==> config.mk <==
export PLATFORM = sky130hd
export DESIGN_NAME = common_apb3_regbank_flat
export DESIGN_NICKNAME = d
export VERILOG_FILES = /design/src/rtl/common_apb3_regbank_if.sv /design/src/rtl/common_apb3_regbank.sv /design/src/flat_wrapper.sv
export SDC_FILE = /design/constraint.sdc
export NUM_CORES = 1
export LEC_CHECK = 0
export BUFFER_PORTS_ARGS = -buffer_cell sky130_fd_sc_hd__buf_2
export CAP_MARGIN = 10
export CORE_AREA = 5 5 257 259
export DETAILED_ROUTE_END_ITERATION = 8
export DIE_AREA = 0 0 262 264
export PLACE_DENSITY = 0.51
export SLEW_MARGIN = 25
export SYNTH_ARGS = -nofsm -noshare
export SYNTH_HDL_FRONTEND = slang
export SYNTH_SLANG_ARGS = --single-unit
==> constraint.sdc <==
create_clock -name clk -period 19.9 [get_ports clk]
set_input_delay 1.99 -clock clk [delete_from_list [all_inputs] [get_ports clk]]
set_output_delay 1.99 -clock clk [all_outputs]
set_load 0.02 [all_outputs]
==> src/rtl/common_apb3_regbank_if.sv <==
// APB3 bus bundle between the SoC bridge and the vision register bank.
// Master drives address/control/write data; slave returns data and status.
interface common_apb3_regbank_if #(
    parameter int ADDR_WIDTH = 12,
    parameter int DATA_WIDTH = 32
);
    logic [ADDR_WIDTH-1:0] PADDR;
    logic                  PSEL;
    logic                  PENABLE;
    logic                  PWRITE;
    logic [DATA_WIDTH-1:0] PWDATA;
    logic [DATA_WIDTH-1:0] PRDATA;
    logic                  PREADY;
    logic                  PSLVERROR;

    modport master (
        output PADDR,
        output PSEL,
        output PENABLE,
        output PWRITE,
        output PWDATA,
        input  PRDATA,
        input  PREADY,
        input  PSLVERROR
    );

    modport slave (
        input  PADDR,
        input  PSEL,
        input  PENABLE,
        input  PWRITE,
        input  PWDATA,
        output PRDATA,
        output PREADY,
        output PSLVERROR
    );
endinterface

==> src/rtl/common_apb3_regbank.sv <==
// APB3 register bank: RW control regs with write strobes, live status regs,
// W1C interrupt status with enable mask, ID register and wait states.
module common_apb3_regbank #(
    parameter int ADDR_WIDTH                = 12,
    parameter int DATA_WIDTH                = 32,
    parameter int NUM_CTRL                  = 8,
    parameter int NUM_STAT                  = 10,
    parameter int NUM_IRQ                   = 8,
    parameter int WAIT_STATES               = 0,
    parameter logic [DATA_WIDTH-1:0] ID_VALUE = 32'hABCD_5678
) (
    input  logic                           clk,
    input  logic                           reset,
    common_apb3_regbank_if.slave           bus,
    output logic [NUM_CTRL*DATA_WIDTH-1:0] ctrl_out,
    output logic [NUM_CTRL-1:0]            ctrl_wr_pulse,
    input  logic [NUM_STAT*DATA_WIDTH-1:0] stat_in,
    input  logic [NUM_IRQ-1:0]             irq_src,
    output logic                           irq
);
    localparam int IW    = ADDR_WIDTH - 2;
    localparam int S_IDX = NUM_CTRL + NUM_STAT;

    localparam logic [IW-1:0] STAT_LO = IW'(NUM_CTRL);
    localparam logic [IW-1:0] IRQ_ST  = IW'(S_IDX);
    localparam logic [IW-1:0] IRQ_EN  = IW'(S_IDX + 1);
    localparam logic [IW-1:0] ID_IDX  = IW'(S_IDX + 2);
    localparam logic [3:0]    WS      = 4'(WAIT_STATES);

    logic [IW-1:0] idx;
    logic          unused_addr_lsb;

    logic access;
    logic ready;
    logic wr_done;

    logic hit_ctrl;
    logic hit_stat;
    logic hit_st;
    logic hit_en;
    logic hit_id;
    logic mapped;

    logic [3:0] wait_cnt_q;
    logic [3:0] wait_cnt_d;

    logic [DATA_WIDTH-1:0] ctrl_q [NUM_CTRL];
    logic [DATA_WIDTH-1:0] ctrl_d [NUM_CTRL];
    logic [NUM_CTRL-1:0]   ctrl_we;
    logic [NUM_CTRL-1:0]   pulse_q;

    logic [NUM_IRQ-1:0] irq_st_q;
    logic [NUM_IRQ-1:0] irq_st_d;
    logic [NUM_IRQ-1:0] irq_en_q;
    logic [NUM_IRQ-1:0] irq_en_d;
    logic [NUM_IRQ-1:0] irq_clr;
    logic               irq_q;
    logic               irq_d;

    logic [DATA_WIDTH-1:0] rdata;

    assign idx             = bus.PADDR[ADDR_WIDTH-1:2];
    assign unused_addr_lsb = ^bus.PADDR[1:0];

    // Address decode; anything above the ID word is unmapped.
    assign hit_ctrl = idx < STAT_LO;
    assign hit_stat = (idx >= STAT_LO) && (idx < IRQ_ST);
    assign hit_st   = idx == IRQ_ST;
    assign hit_en   = idx == IRQ_EN;
    assign hit_id   = idx == ID_IDX;
    assign mapped   = hit_ctrl | hit_stat | hit_st | hit_en | hit_id;

    assign access  = bus.PSEL & bus.PENABLE;
    assign ready   = access & (wait_cnt_q == WS) & ~reset;
    assign wr_done = ready & bus.PWRITE;

    always_comb begin
        wait_cnt_d = '0;
        if (access && !ready) begin
            wait_cnt_d = wait_cnt_q + 4'd1;
        end
    end

    always_comb begin
        ctrl_we = '0;
        for (int k = 0; k < NUM_CTRL; k++) begin
            ctrl_we[k] = wr_done && hit_ctrl && (idx == IW'(k));
        end
    end

    always_comb begin
        for (int k = 0; k < NUM_CTRL; k++) begin
            ctrl_d[k] = ctrl_we[k] ? bus.PWDATA : ctrl_q[k];
        end
    end

    // A source pulse in the same cycle as a W1C keeps the bit set.
    always_comb begin
        irq_clr = '0;
        if (wr_done && hit_st) begin
            irq_clr = bus.PWDATA[NUM_IRQ-1:0];
        end
        irq_st_d = (irq_st_q & ~irq_clr) | irq_src;
        irq_en_d = irq_en_q;
        if (wr_done && hit_en) begin
            irq_en_d = bus.PWDATA[NUM_IRQ-1:0];
        end
        irq_d = |(irq_st_q & irq_en_q);
    end

    always_ff @(posedge clk or posedge reset) begin
        if (reset) begin
            wait_cnt_q <= '0;
            pulse_q    <= '0;
            irq_st_q   <= '0;
            irq_en_q   <= '0;
            irq_q      <= 1'b0;
            for (int k = 0; k < NUM_CTRL; k++) begin
                ctrl_q[k] <= '0;
            end
        end else begin
            wait_cnt_q <= wait_cnt_d;
            pulse_q    <= ctrl_we;
            irq_st_q   <= irq_st_d;
            irq_en_q   <= irq_en_d;
            irq_q      <= irq_d;
            for (int k = 0; k < NUM_CTRL; k++) begin
                ctrl_q[k] <= ctrl_d[k];
            end
        end
    end

    always_comb begin
        rdata = '0;
        if (access && !reset) begin
            unique case (1'b1)
                hit_ctrl: begin
                    for (int k = 0; k < NUM_CTRL; k++) begin
                        if (idx == IW'(k)) begin
                            rdata = ctrl_q[k];
                        end
                    end
                end
                hit_stat: begin
                    for (int k = 0; k < NUM_STAT; k++) begin
                        if (idx == IW'(NUM_CTRL + k)) begin
                            rdata = stat_in[k*DATA_WIDTH +: DATA_WIDTH];
                        end
                    end
                end
                hit_st: rdata[NUM_IRQ-1:0] = irq_st_q;
                hit_en: rdata[NUM_IRQ-1:0] = irq_en_q;
                hit_id: rdata = ID_VALUE;
                default: rdata = '0;
            endcase
        end
    end

    assign bus.PRDATA    = rdata;
    assign bus.PREADY    = ready;
    assign bus.PSLVERROR = ready & ~mapped;

    for (genvar g = 0; g < NUM_CTRL; g++) begin : g_ctrl
        assign ctrl_out[g*DATA_WIDTH +: DATA_WIDTH] = ctrl_q[g];
    end

    assign ctrl_wr_pulse = pulse_q;
    assign irq           = irq_q;
endmodule

==> src/flat_wrapper.sv <==
// flat-port wrapper written by rule: the top's interface ports become plain ports
module common_apb3_regbank_flat 
#(
    parameter int ADDR_WIDTH                = 12,
    parameter int DATA_WIDTH                = 32,
    parameter int NUM_CTRL                  = 8,
    parameter int NUM_STAT                  = 10,
    parameter int NUM_IRQ                   = 8,
    parameter int WAIT_STATES               = 0,
    parameter logic [DATA_WIDTH-1:0] ID_VALUE = 32'hABCD_5678
)
  (clk, reset, ctrl_out, ctrl_wr_pulse, stat_in, irq_src, irq, bus_PADDR, bus_PSEL, bus_PENABLE, bus_PWRITE, bus_PWDATA, bus_PRDATA, bus_PREADY, bus_PSLVERROR);
  common_apb3_regbank_if #(.ADDR_WIDTH(ADDR_WIDTH), .DATA_WIDTH(DATA_WIDTH)) bus_i ();
  input  logic clk;
  input  logic reset;
  output logic [NUM_CTRL*DATA_WIDTH-1:0] ctrl_out;
  output logic [NUM_CTRL-1:0] ctrl_wr_pulse;
  input  logic [NUM_STAT*DATA_WIDTH-1:0] stat_in;
  input  logic [NUM_IRQ-1:0] irq_src;
  output logic irq;
  input wire logic [$bits(bus_i.PADDR)-1:0] bus_PADDR;
  input wire logic [$bits(bus_i.PSEL)-1:0] bus_PSEL;
  input wire logic [$bits(bus_i.PENABLE)-1:0] bus_PENABLE;
  input wire logic [$bits(bus_i.PWRITE)-1:0] bus_PWRITE;
  input wire logic [$bits(bus_i.PWDATA)-1:0] bus_PWDATA;
  output wire logic [$bits(bus_i.PRDATA)-1:0] bus_PRDATA;
  output wire logic [$bits(bus_i.PREADY)-1:0] bus_PREADY;
  output wire logic [$bits(bus_i.PSLVERROR)-1:0] bus_PSLVERROR;
  assign bus_i.PADDR = bus_PADDR;
  assign bus_i.PSEL = bus_PSEL;
  assign bus_i.PENABLE = bus_PENABLE;
  assign bus_i.PWRITE = bus_PWRITE;
  assign bus_i.PWDATA = bus_PWDATA;
  assign bus_PRDATA = bus_i.PRDATA;
  assign bus_PREADY = bus_i.PREADY;
  assign bus_PSLVERROR = bus_i.PSLVERROR;
  common_apb3_regbank #(.ADDR_WIDTH(ADDR_WIDTH), .DATA_WIDTH(DATA_WIDTH), .NUM_CTRL(NUM_CTRL), .NUM_STAT(NUM_STAT), .NUM_IRQ(NUM_IRQ), .WAIT_STATES(WAIT_STATES), .ID_VALUE(ID_VALUE)) u_core (.clk(clk), .reset(reset), .bus(bus_i), .ctrl_out(ctrl_out), .ctrl_wr_pulse(ctrl_wr_pulse), .stat_in(stat_in), .irq_src(irq_src), .irq(irq));
endmodule
==> impl_metrics.ini <==
[status]
status = complete, no violations

[floorplanning]
core_area_um2 = 63650
die-area_um2 = 69170
dieWidth_um = 262
start_util_pct = 25.77
die_h_um = 264
io_pins = 676
rows = 93

[sta]
clock_skew_ns = 0.03391
slew-limit-headroom_pct = 29.02
hold_viol = 0
report.final.slew_viol_count = 0
fin_crit_sh_pct = 38.38
min_period_ns = 7.638
tns_ns = 0
clock.fmax_mhz = 130.9
setup_violations = 0
rsz0062_at_grt = no
worst_pin_slew_ns = 1.062

[clocking]
cts_sinks = 285
clock_latency_ns = 0.54
ctsHoldBuffers = 0
cts_setup_buffers = 0
cts_resized = 0
numCtsBuffers = 34
path_clk_slew_ns = 0.06
cts_tree = built
ctsLongestPathBuffers = 3
cts-root-buf = clkbuf_16
cts.htree.levels = 2

[logic_synthesis]
synth.cell_area_um2 = 16400
synth-async-reset-ratio_pct = 100.0
synth_fp_nets = 1910
syn_area_per_cell_um2 = 10.71
ys_seq_elements = 285
synth_top_flop_cell = dfrtp_1
yosysWarningCount = 0
synth-edff-count = 0
synth_cells = 1531
synth_seq_area_share_pct = 43.48
yosysUniqueCellTypes = 66

[cells_and_area]
design_area_um2 = 21920
finalNetCount = 2536
drive_gt1_share_pct = 51.08
layout_common_cells = 670 x buf_2, 285 x dfrtp_1, 264 x mux2_2
final_common_cell = buf_2
fin_util_pct = 34.44
fillers = 6702
syn2layout_area_growth_pct = 33.65

[global_routing]
first_global_vias = 16907
grt_busiest_layer = met2
met3_usage_pct = 7.474
grt_pass1_wl_um = 135300
grtUsageTotal_pct = 27.39
gr-usage-met2_pct = 45.20
grt_start_max_net_pins = 103
antenna_found_initial = 47
gr-usage-met1_pct = 33.28
gr-total-overflow = 0

[critical_path]
path_cells = buf_6, buf_4, and2_1, nand2_1, nor2_2, buf_4, a2111oi_0, o311ai_0, buf_2
cp-start-kind = primary input
critPathSlowestCell = buf_4
cpPeakStageDelay_ns = 0.69
crit_arrival_ns = 5.65
path_class = in2out
cp.required_ns = 17.91
worstSetupEndpointType = output pin
worst_path_most_repeated_cell = buf_4
path_max_fanout = 48
crit_family = buffers and inverters
reg2reg_slack_ns = 16.61
cp_num_buf_inv = 4

[drt]
dr_total_vias = 16631
drtIter0Drc = 1627
dr.pass1.iters = 6
viasPerCell = 5.428
drc = 0
wl_per_cell_um = 32.66
ant_nets = 0
wl_um = 100100

[place]
hpwl_um = 75910
placed_area_um2 = 20720
port_buffers = 673
place_congestion = 0.9538

[power]
power.leakage_nw = 10.92
total_power_w = 0.001358
peakVddDrop_uv = 66.12
powerDensity_nw_per_um2 = 61.94

[job]
drv_cap = 0

[min_path]
hold_class = reg2reg
-- kinds of logic (layout without fill, tap and decap cells) --
| group | count (synthesis) | count (layout) | synth area share (%) |
|---|---|---|---|
| AOI/OAI and AO/OA | 477 | 477 | 18.77 |
| muxes | 336 | 336 | 25.10 |
| DFF | 285 | 285 | 43.48 |
| and+or+nand+nor | 270 | 270 | 8.116 |
| buffers and inverters | 159 | 807 | 4.279 |
| adders and majority gates | 2 | 2 | 0.1525 |
| xor gates and xnor gates | 2 | 2 | 0.1068 |
| other | 0 | 30 | 0 |
-- report_power, final --
group	internal (W)	leakage, nW	switching (W)
Sequential	0.000580	3.92	0.000000275
Clock	0.000382	0.536	0.000258
Combinational	0.0000509	6.46	0.0000866
-- worst register-to-register path: stages (launching register included) --
cell and delay [ns]:
dfrtp_1 0.41, inv_1 0.07, ha_1 0.13, nand3_1 0.12, inv_1 0.19, nand3_4 0.32, nor3_4 0.98, buf_4 0.51
mux2_2 0.40
-- final cells by class --
cell class                 count  area [µm²]  share of cell area, %
clock inverter                13       176.4                 0.8047
multi-input combinational   1087        8676                  39.58
clock buffer                  45       933.4                  4.258
timing repair buffer         721        3747                  17.09
sequential                   285        7132                  32.53
antenna                       30       75.07                 0.3424
tap                          855        1070                  4.880
inverter                      28       112.6                 0.5137
-- registers in the layout, summed over array words and instances (netlist names) --
register and flops:
u_core.irq 1, u_core.irq_en_q 8, u_core.ctrl_out 256, u_core.irq_st_q 8, u_core.ctrl_wr_pulse 8, u_core.wait_cnt_q 4
-- per-stage QoR --
step	hold WS [ns]	std cells	worst slack, ns
floorplan	0.4542	1531	7.867
global placement	0.4738	2975	12.19
detailed placement	0.4934	2976	12.20
CTS	0.5060	3034	12.20
global route	0.5316	3057	12.14
finish	0.5081	3064	12.26
-- final timing paths --
kind | startpoint | endpoint | depth (start not counted)
max in group asynchronous | reset | u_core.ctrl_out[139] | 4
hold reg to reg | u_core.wait_cnt_q[0] | u_core.wait_cnt_q[0] | 1
setup reg to reg | u_core.wait_cnt_q[0] | u_core.ctrl_out[169] | 8
hold / removal | u_core.wait_cnt_q[0] | u_core.wait_cnt_q[0] | 1
min in group asynchronous | reset | u_core.ctrl_wr_pulse[7] | 2
setup / recovery | bus_PADDR[3] | bus_PRDATA[4] | 9
-- layer usage --
layer | part of all wire [%] | wire, µm
met2 | 48 | 47560
met1 | 39 | 39090
met5 | 0.048 | 48
met4 | 5.2 | 5232
met3 | 8.1 | 8131
-- synth_stat cells (8+ instances only) --
master | count | area (µm²)
buf_2 | 36 | 180.2
mux2_2 | 264 | 2973
mux4_2 | 33 | 743.2
buf_4 | 10 | 75.07
buf_1 | 15 | 56.30
a211o_1 | 9 | 78.83
a221o_1 | 11 | 110.1
o221ai_1 | 24 | 210.2
o22ai_1 | 35 | 219.0
a221oi_1 | 13 | 113.9
nand3_1 | 18 | 90.09
nor2_1 | 73 | 274.0
a21oi_1 | 77 | 385.4
and3_1 | 8 | 50.05
a31oi_1 | 33 | 206.5
o21a_1 | 12 | 90.09
dfrtp_1 | 285 | 7132
mux2_1 | 8 | 90.09
clkbuf_1 | 67 | 251.5
inv_1 | 28 | 105.1
a22oi_1 | 56 | 420.4
o21ai_0 | 142 | 710.7
a211oi_1 | 9 | 67.56
a21o_1 | 13 | 97.59
mux2i_1 | 31 | 310.3
nor3_1 | 13 | 65.06
nand2_1 | 104 | 390.4
Power figures use the tool's default switching activity.
